### src/rtl/rw_burst_sequencer.sv
// Command sequencer: a start rise latches (addr, wdata) and triggers one write,
// then an RD_LEN-cycle read burst from a small internal register file.
//
// state | meaning
// IDLE  | waiting for a start rise
// WRITE | single write cycle, commits wdata_l to mem[addr_l]
// READ  | RD_LEN read cycles from mem[addr_l + rcnt], address wraps
module rw_burst_sequencer #(
  parameter int ADDR_W = 4,
  parameter int DATA_W = 8,
  parameter int RD_LEN = 2
) (
  input  logic              clk,
  input  logic              rst,
  input  logic              start,
  input  logic [ADDR_W-1:0] addr,
  input  logic [DATA_W-1:0] wdata,
  output logic              wr,
  output logic              rd,
  output logic [DATA_W-1:0] rdata,
  output logic              rvalid,
  output logic              busy,
  output logic              done,
  output logic              drop
);

  typedef enum logic [1:0] {IDLE, WRITE, READ} state_t;

  localparam int DEPTH = 2**ADDR_W;
  localparam logic [ADDR_W-1:0] LAST = ADDR_W'(RD_LEN - 1);

  state_t            state;
  logic              start_q;
  logic              rise;
  logic [ADDR_W-1:0] addr_l;
  logic [DATA_W-1:0] wdata_l;
  logic [ADDR_W-1:0] rcnt;
  logic [ADDR_W-1:0] raddr;
  logic [DATA_W-1:0] mem [DEPTH];

  assign rise  = start & ~start_q;
  assign raddr = addr_l + rcnt;

  // start_q resets high so a start held through reset is not seen as a rise
  always_ff @(posedge clk) begin
    if (rst) begin
      state   <= IDLE;
      start_q <= 1'b1;
      addr_l  <= '0;
      wdata_l <= '0;
      rcnt    <= '0;
      wr      <= 1'b0;
      rd      <= 1'b0;
      rdata   <= '0;
      rvalid  <= 1'b0;
      busy    <= 1'b0;
      done    <= 1'b0;
      drop    <= 1'b0;
      for (int i = 0; i < DEPTH; i++) mem[i] <= '0;
    end else begin
      start_q <= start;
      done    <= 1'b0;
      rvalid  <= 1'b0;
      unique case (state)
        IDLE: begin
          if (rise) begin
            addr_l  <= addr;
            wdata_l <= wdata;
            rcnt    <= '0;
            wr      <= 1'b1;
            busy    <= 1'b1;
            state   <= WRITE;
          end
        end
        WRITE: begin
          mem[addr_l] <= wdata_l;
          wr          <= 1'b0;
          rd          <= 1'b1;
          state       <= READ;
          if (rise) drop <= 1'b1;
        end
        READ: begin
          rdata  <= mem[raddr];
          rvalid <= 1'b1;
          rcnt   <= rcnt + 1'b1;
          if (rise) drop <= 1'b1;
          if (rcnt == LAST) begin
            rd    <= 1'b0;
            busy  <= 1'b0;
            done  <= 1'b1;
            state <= IDLE;
          end
        end
        default: state <= IDLE;
      endcase
    end
  end

endmodule

### config.mk
export PLATFORM = sky130hd
export DESIGN_NAME = rw_burst_sequencer
export DESIGN_NICKNAME = d
export VERILOG_FILES = /design/src/rtl/rw_burst_sequencer.sv
export SDC_FILE = /design/constraint.sdc
export NUM_CORES = 1
export LEC_CHECK = 0
export ABC_AREA = 1
export ABC_CLOCK_PERIOD_IN_PS = 5000
export BUFFER_PORTS_ARGS = -buffer_cell sky130_fd_sc_hd__buf_4
export CAP_MARGIN = 20
export CORE_MARGIN = 2
export CORE_UTILIZATION = 40
export CTS_CLUSTER_DIAMETER = 60
export CTS_CLUSTER_SIZE = 14
export DETAILED_ROUTE_END_ITERATION = 12
export PLACE_DENSITY = 0.68
export SYNTH_ARGS = -nofsm -noshare
export SYNTH_HDL_FRONTEND = slang
export SYNTH_SLANG_ARGS = --single-unit
### constraint.sdc
create_clock -name clk -period 5 [get_ports clk]
set_clock_uncertainty 0.2 [all_clocks]
set_input_delay 0.25 -clock clk [delete_from_list [all_inputs] [get_ports clk]]
set_output_delay 0.25 -clock clk [all_outputs]
set_load 0.01 [all_outputs]
; ---- Yosys cells after proc, flatten, opt, wreduce, memory -nomap -nowiden
; Memory sizes are Yosys's and may differ from the RTL's. A register that Yosys moved wholly into a read port is not among the register bits.
; Index checks and enable logic that the tools add are counted.
[classes]
add_sub_neg = 2
multipliers = 0
div = 0
magnitude_cmp = 0
eq_ne = 5
n_shift = 0
muxes = 20
bitwise = 3
n_reduce_logical = 14
[op_table]
columns = operator, count
row1 = $reduce_and 2->1, 6
row2 = $mux 1, 10
row3 = $mux 4, 2
row4 = $mux 8, 1
row5 = $pmux 4 s2, 1
row6 = $reduce_or 8->1, 1
row7 = $pmux 1 s2, 3
row8 = $pmux 2 s3, 1
row9 = $reduce_bool 2->1, 3
row10 = $add 4x1->4 const B, 1
row11 = $add 4x4->4, 1
row12 = $eq 4x1->1 const B, 1
row13 = $mux 2, 2
row14 = $ne 2x2->1 const B, 2
row15 = $reduce_or 2->1, 2
row16 = $reduce_and 3->1, 1
row17 = $eq 2x1->1 const B, 1
row18 = $eq 2x2->1 const B, 1
row19 = $logic_not 2->1, 1
row20 = $not 1->1, 2
row21 = $and 1x1->1, 1
[word_totals]
regBits = 25
latchBits = 0
ram_bits = 128
rom_bits = 0
in_bits = 15
out_inout_bits = 14
wordCells = 56
memories = 1
[memory_table]
columns = name, words, word_bits, read_ports, rd_clocked_by_memory_dff, wr, line
row1 = mem, 16, 8, 1, 1, 16, 39  ; logic [DATA_W-1:0] mem [DEPTH];

; ---- Longest topological paths before layout
; Gate-level depths: netlist (run 1).
[logic_depth]
depth_word = 6
mapped_depth = 11
ltp_nobuf = 9

; ---- Worst setup path after synthesis (run 1)
; Ideal clock, no wire load.
[synth_timing]
path_type = register to register
from = register rcnt[0]
to = register rdata[1] (read register of mem)
setup_ps = 132
t_arrival_ps = 1805
t_required_ps = 4668
path_slack_ps = 2863
stages_incl_launch_ff = 10
n_path_buf = 2
path_cell_list = dfxtp_1 ha_1 fa_1 buf_2 clkbuf_1 nand3_1 nand3_1 nand3_1 nand3_1 a21oi_1
[synth_between]
elab_chain_len = 1
[synth_rtl]
columns = element, line
row1 = from (decl), 37  ; logic [ADDR_W-1:0] rcnt;
row2 = from (signal assigned), 85  ; rcnt <= rcnt + 1'b1;
row3 = $add 4x4->4, 42  ; assign raddr = addr_l + rcnt;
row4 = to (decl), 20  ; output logic [DATA_W-1:0] rdata,
; No other way between the ends.
; A chain may end at the register's enable or synchronous reset.

; ---- Worst setup path after layout (run 1)
[layout_timing]
from = register rcnt[0]
to = register rdata[0] (read register of mem)
; The elaborated chain is that of the path after synthesis.

==> impl_results.md, run 1 <==
- Status: complete, no violations
- Required time worst endpoint: 5.16 ns
- Setup TNS Final: 0 ns
- Synth top area cells: edfxtp_1 52%, nand2_1 11%, dfxtp_1 8.9%, nand3_1 7.3%, nor2_1 6.8%
- Worst slack, placed: 1.951 ns
- Fin util: 46.79%
- Antenna Cells: 0
- Clock Latency Late Sink: approximately 0.43 ns
- # setup viols final: 0
- R2R cell count: 10
- Final HPWL DP: 11.77 mm
- Setup CP Type: register to register
- Max Freq: 0.3242 GHz
- Clock Tree Root: clkbuf_16
- Power density over the cells: 397.4 nW/µm²
- Fillers: 1719
- Die boundary height: 140.5 µm
- Share of layout cells above drive strength 1: a little under a tenth
- Sequential Power Share: ~46%
- Gates resized, CTS repair: 0
- Die width: 140.5 µm
- Core area: between 15000 and 20000 µm²
- Rel. slew slack: a little over a third
- Routed wire length: 18.62 mm
- Setup Fix Bufs, Post-CTS: 0
- Max cap viols: 0
- Psw: 0.9628 mW
- Vias: 5623
- Vias in the first global route: 5227
- Placed cells: 1047
- Final period utilization: 61.69%
- Yosys warning count: 0
- Post-route DRC: 0
- First-pass GRT wire length: a little under 30 mm
- Final hold violations: 0
- Commonest non-fill, non-tap cell in the layout: nand2_1
- Fin cells: between 1000 and 1500
- H-tree levels: 4
- Worst hold path startpoint: drop
- WL/cell: 17.02 µm
- Clock slew seen by the registers of the worst setup and hold paths: 0.06 ns
- Vias per Instance: 5.140
- DR pass1 iterations: 5
- Starting Density: 41.09%
- Synthesized area: approximately 7500 µm²
- Syn Nets: 852
- Post-synth cell types: 28
- Row cnt: 49
- DRT antenna net count: 0
- Nets: 877
- Critical path arrival: 3.25 ns
- Logic gate share of total power: 16.9%
- Cell taking the most area after synthesis: edfxtp_1
- TritonCTS clock tree: yes
- Iteration-0 DRC Markers: just under 600
- Hold Path Cell Cnt: 2
- Clock power share: 37.1%
- Initial antenna violation count: 0
- Seq. cell area: 4504 µm²
- Total gr overflow: 0
- Cts bufs inserted: 17
- Die area: around 20000 µm²
- Switching power share of the total: 28.53%
- CP Max Fanout: 33
- Post-synth top area share: approximately 52%
- Port bufs: 28
- Synth Instances: 827
- Slew @ Worst Pin: approximately 0.96 ns
- Cell-internal power: approximately 2.4 mW
- Clock Path Buffers: 2
- IO Pins: 29
- P&R area growth vs syn: 13.88%
- Max Slew Vio Count: 0
- Lkg Pwr: 3.318 nW
- Global Route Usage Sum: around 20%
- Register area share after synthesis: 60.41%
- RSZ-0062 raised after global routing: no
- Most frequent cells in the layout: 211 x nand2_1, 136 x nor2_1, 128 x edfxtp_1, 109 x nand3_1, 80 x inv_1
- Max VDD drop: 0.2607 mV
- Hold Path End: drop
- Fin worst setup slack: 1.916 ns
- Synth Area per Inst: 9.016 µm²
- Largest net degree at the start of global routing: 65
- Worst setup EP type: register
- Reg2reg setup slack: 1.92 ns
- GPL Wtd Cong: 0.8691
- Reg2reg start: rcnt[0]
- Startpoint Class: register
- Area of the multi-input gates: between 2000 and 2500 µm²
- CTS hold repair buffers: 14
- Hold WC Path Type: register to register
- Post-layout min period: ~3 ns
- Clk sinks: 161
- Yosys reg bits: 161
- Worst R2R End: rdata[0]
[cell families after synthesis]
group           count (synthesis)  share of synthesized area (%)
simple gates                  476                          26.80
flops                         161                          60.41
buf+inv                       130                          7.216
compound gates                 47                          3.239
fa+ha+maj                      10                          1.779
xor+xnor                        3                         0.5539
[power by group through the flow]
stage / logic [mW] / clock network, mW / registers (mW)
floorplan: 0.390 / 0 / 1.58
global placement: 0.547 / 0 / 1.58
CTS: 0.561 / 1.27 / 1.55
finish: 0.569 / 1.25 / 1.55
detailed placement: 0.550 / 0 / 1.58
global route: 0.633 / 1.31 / 1.56
[area by class of cell]
| cell class | count | area share (%) |
|---|---|---|
| clock buffer | 21 | 5.187 |
| clock inverter | 11 | 1.370 |
| inverter | 91 | 4.023 |
| multi-input combinational | 536 | 28.46 |
| sequential | 161 | 53.05 |
| tap | 229 | 3.375 |
| timing repair buffer | 45 | 4.539 |
[metal layers]
layer	vias to the layer above	global-route usage, %	part of all wire, %
met5	-	0	0
met4	0	8.842	3.2
met3	36	3.316	6.1
met2	207	30.60	47
met1	2641	26.53	43
li1	2739	-	-
[cells in the mapped netlist (all sizes together)]
master	number
buf	14
nor3	7
a211oi	1
o21ai	17
fa	1
inv	83
nand3	111
a21oi	28
clkinv	8
clkbuf	25
nand4	2
dfxtp	33
edfxtp	128
nand2	220
ha	9
nor2	136
xor2	2
a221oi	1
xnor2	1
[how the worst max path moves through the flow]
stage / to / from / slack, ns / cells after the start
2_1_floorplan: rdata[1] / rcnt[0] / 2.86 / 9
3_3_place_gp: rdata[0] / rcnt[0] / 2.02 / 10
3_5_place_dp: rdata[0] / rcnt[0] / 1.95 / 10
4_1_cts: rdata[0] / rcnt[0] / 1.93 / 10
5_1_grt: rdata[6] / rcnt[0] / 1.63 / 10
6_report: rdata[0] / rcnt[0] / 1.92 / 10
[registers in the layout, summed over array words and instances, names as in the netlist]
name,cells
done,1
wr,1
state,2
mem,128
rd,1
rcnt,4
wdata_l,8
busy,1
rvalid,1
addr_l,4
start_q,1
rdata,8
drop,1
[per-stage QoR]
stage / power (mW) / hold slack, ns / cell area (µm²)
global route: 3.504 / 0.2750 / 8491
global placement: 2.125 / 0.2430 / 7774
floorplan: 1.966 / 0.1516 / 7456
detailed placement: 2.131 / 0.2481 / 7774
CTS: 3.380 / 0.2575 / 8471
finish: 3.374 / 0.2486 / 8491
[critical path: stages, from the launching register on]
cell and delay, ns:
dfxtp_1 0.43, ha_2 0.23, fa_1 0.41, buf_4 0.27, inv_1 0.76, nand3_1 0.15, nand2_1 0.13, nand2_1 0.06
nand3_1 0.14, nand3_1 0.08, a21oi_1 0.14
Power figures use the tool's default switching activity.
==> run 2, diff against run 1 <==
--- a/config.mk
+++ b/config.mk
@@ -6,7 +6,7 @@
 export NUM_CORES = 1
 export LEC_CHECK = 0
 export ABC_AREA = 1
-export ABC_CLOCK_PERIOD_IN_PS = 5000
+export ABC_CLOCK_PERIOD_IN_PS = 2600
 export BUFFER_PORTS_ARGS = -buffer_cell sky130_fd_sc_hd__buf_4
 export CAP_MARGIN = 20
 export CORE_MARGIN = 2
@@ -14,7 +14,7 @@
 export CTS_CLUSTER_DIAMETER = 60
 export CTS_CLUSTER_SIZE = 14
 export DETAILED_ROUTE_END_ITERATION = 12
-export PLACE_DENSITY = 0.68
+export PLACE_DENSITY = 0.7
 export SYNTH_ARGS = -nofsm -noshare
 export SYNTH_HDL_FRONTEND = slang
 export SYNTH_SLANG_ARGS = --single-unit
==> constraint.sdc (replaced) <==
create_clock -name clk -period 2.6 [get_ports clk]
set_clock_uncertainty 0.2 [all_clocks]
set_input_delay 0.13 -clock clk [delete_from_list [all_inputs] [get_ports clk]]
set_output_delay 0.13 -clock clk [all_outputs]
set_load 0.01 [all_outputs]
==> impl_results.md, run 2 (synthesis gave the netlist of run 1 again) <==
- Status: complete, no violations
- Largest regs: mem (128), rdata (8), wdata_l (8)
- Max VDD drop: 0.3738 mV
- Die boundary height: 140.5 µm
- Share of layout cells above drive strength 1: 11.81%
- Required time worst endpoint: 2.49 ns
- Vias: between 5000 and 6000
- Die width: 140.5 µm
- Hold WC Path Type: register to register
- Worst slack, placed: around 0.34 ns
- RSZ-0062 raised after global routing: no
- Row cnt: 49
- Die area: between 15000 and 20000 µm²
- IO Pins: 29
- P&R area growth vs syn: 16.46%
- Critical path arrival: 2.23 ns
- GPL Wtd Cong: about 0.9
- Fin cells: approximately 1100
- Most frequent cells in the layout: 211 x nand2_1, 136 x nor2_1, 128 x edfxtp_1, 109 x nand3_1, 80 x inv_1
- Global Route Usage Sum: 19.78%
- Vias per Instance: between 5 and 6
- First-pass GRT wire length: 29.42 mm
- Number of flip-flops in the largest register: 128
- Setup Fix Bufs, Post-CTS: 0
- Worst setup EP type: register
- DRT antenna net count: 0
- Clk sinks: 161
- Setup TNS Final: 0 ns
- Lkg Pwr: between 3 and 4 nW
- DR pass1 iterations: 7
- WL/cell: 16.86 µm
- Vias in the first global route: 5517
- Clock Tree Root: clkbuf_16
- Cts bufs inserted: 17
- Clock Latency Late Sink: 0.43 ns
- Clock slew seen by the registers of the worst setup and hold paths: around 0.06 ns
- Final HPWL DP: about 12 mm
- Final period utilization: 89.86%
- Placed cells: 1072
- Startpoint Class: register
- Total gr overflow: 0
- TritonCTS clock tree: yes
- Gates resized, CTS repair: 0
- Fin util: 47.85%
- Max Slew Vio Count: 0
- Max Freq: 0.4280 GHz
- Routed wire length: 18.85 mm
- Clock Path Buffers: 2
- CP Max Fanout: 9
- Rel. slew slack: a little over two fifths
- Antenna Cells: 0
- Largest net degree at the start of global routing: 41
- Setup CP Type: register to register
- Core area: 18150 µm²
- Commonest non-fill, non-tap cell in the layout: nand2_1
- Port bufs: 28
- Starting Density: 41.09%
- Max cap viols: 0
- Initial antenna violation count: 0
- Nets: between 900 and 1000
- Post-route DRC: 0
- Power density over the cells: around 760 nW/µm²
- Most flop-heavy register: mem
- Post-layout min period: 2.336 ns
- # setup viols final: 0
- H-tree levels: 4
- Iteration-0 DRC Markers: 590
- Final hold violations: 0
- Slew @ Worst Pin: roughly 0.84 ns
- Fin worst setup slack: 0.2636 ns
[run 2: cell types whose count changed in the layout (fill, tap and decap cells not counted)]
cell	before	now
buf_4	30	54
clkbuf_1	4	0
clkinv_4	0	3
clkinv_1	9	11
clkinvlp_4	5	3
inv_6	0	1
[run 2: repair_timing]
action,CTS,global route
endpoints found under the setup margin,0,0
hold buffers,14,0
endpoints found under the hold margin,31,0
[run 2: layout make-up]
type,count,area [µm²]
well taps,229,286.5
inverters,91,341.6
clock buffers,17,425.4
multi-input cells,536,2416
fillers,1674,9464
repair buffers,69,565.5
clock inverters,15,143.9
flip-flops and latches,161,4504
[run 2: per-stage QoR]
step                      power (mW)  cell area, µm²  hold WS [ns]
final                          6.590            8683        0.2713
after global routing           6.828            8683        0.2912
after CTS                      6.577            8683        0.2498
after detailed placement       4.166            7974        0.1622
after global placement         4.156            7974        0.1548
after floorplan                3.781            7456       0.03158
[run 2: path summary, 6_finish.rpt]
| kind | from | end | slack, ns | depth (start not counted) |
|---|---|---|---|---|
| worst min register to register | drop | drop | 0.27 | 2 |
| worst max register to register | state[1] | mem[11][6] | 0.26 | 6 |
| worst max-delay path | state[1] | mem[11][6] | 0.26 | 6 |
| worst min-delay path | drop | drop | 0.27 | 2 |
[run 2: metal layers]
layer / wire, µm / part of all wire, % / track usage (%)
met3: 1322 / 7.0 / 4.342
met2: 9023 / 48 / 32.20
met1: 7917 / 42 / 25.78
met4: 582 / 3.1 / 8.211
met5: 0 / 0 / 0
[run 2: power breakdown]
part / switching [mW] / total, mW / internal [mW]
combinational: 0.815 / 1.17 / 0.351
sequential: 0.0698 / 2.99 / 2.92
clock: 1.03 / 2.44 / 1.40
[run 2: worst max-delay path, cell delays in order, from the launching register on]
cell	delay [ns]
dfxtp_1	0.34
inv_1	0.11
ha_1	0.25
nand2_2	0.15
nor3_4	0.27
nand2_1	0.29
nand2_1	0.38
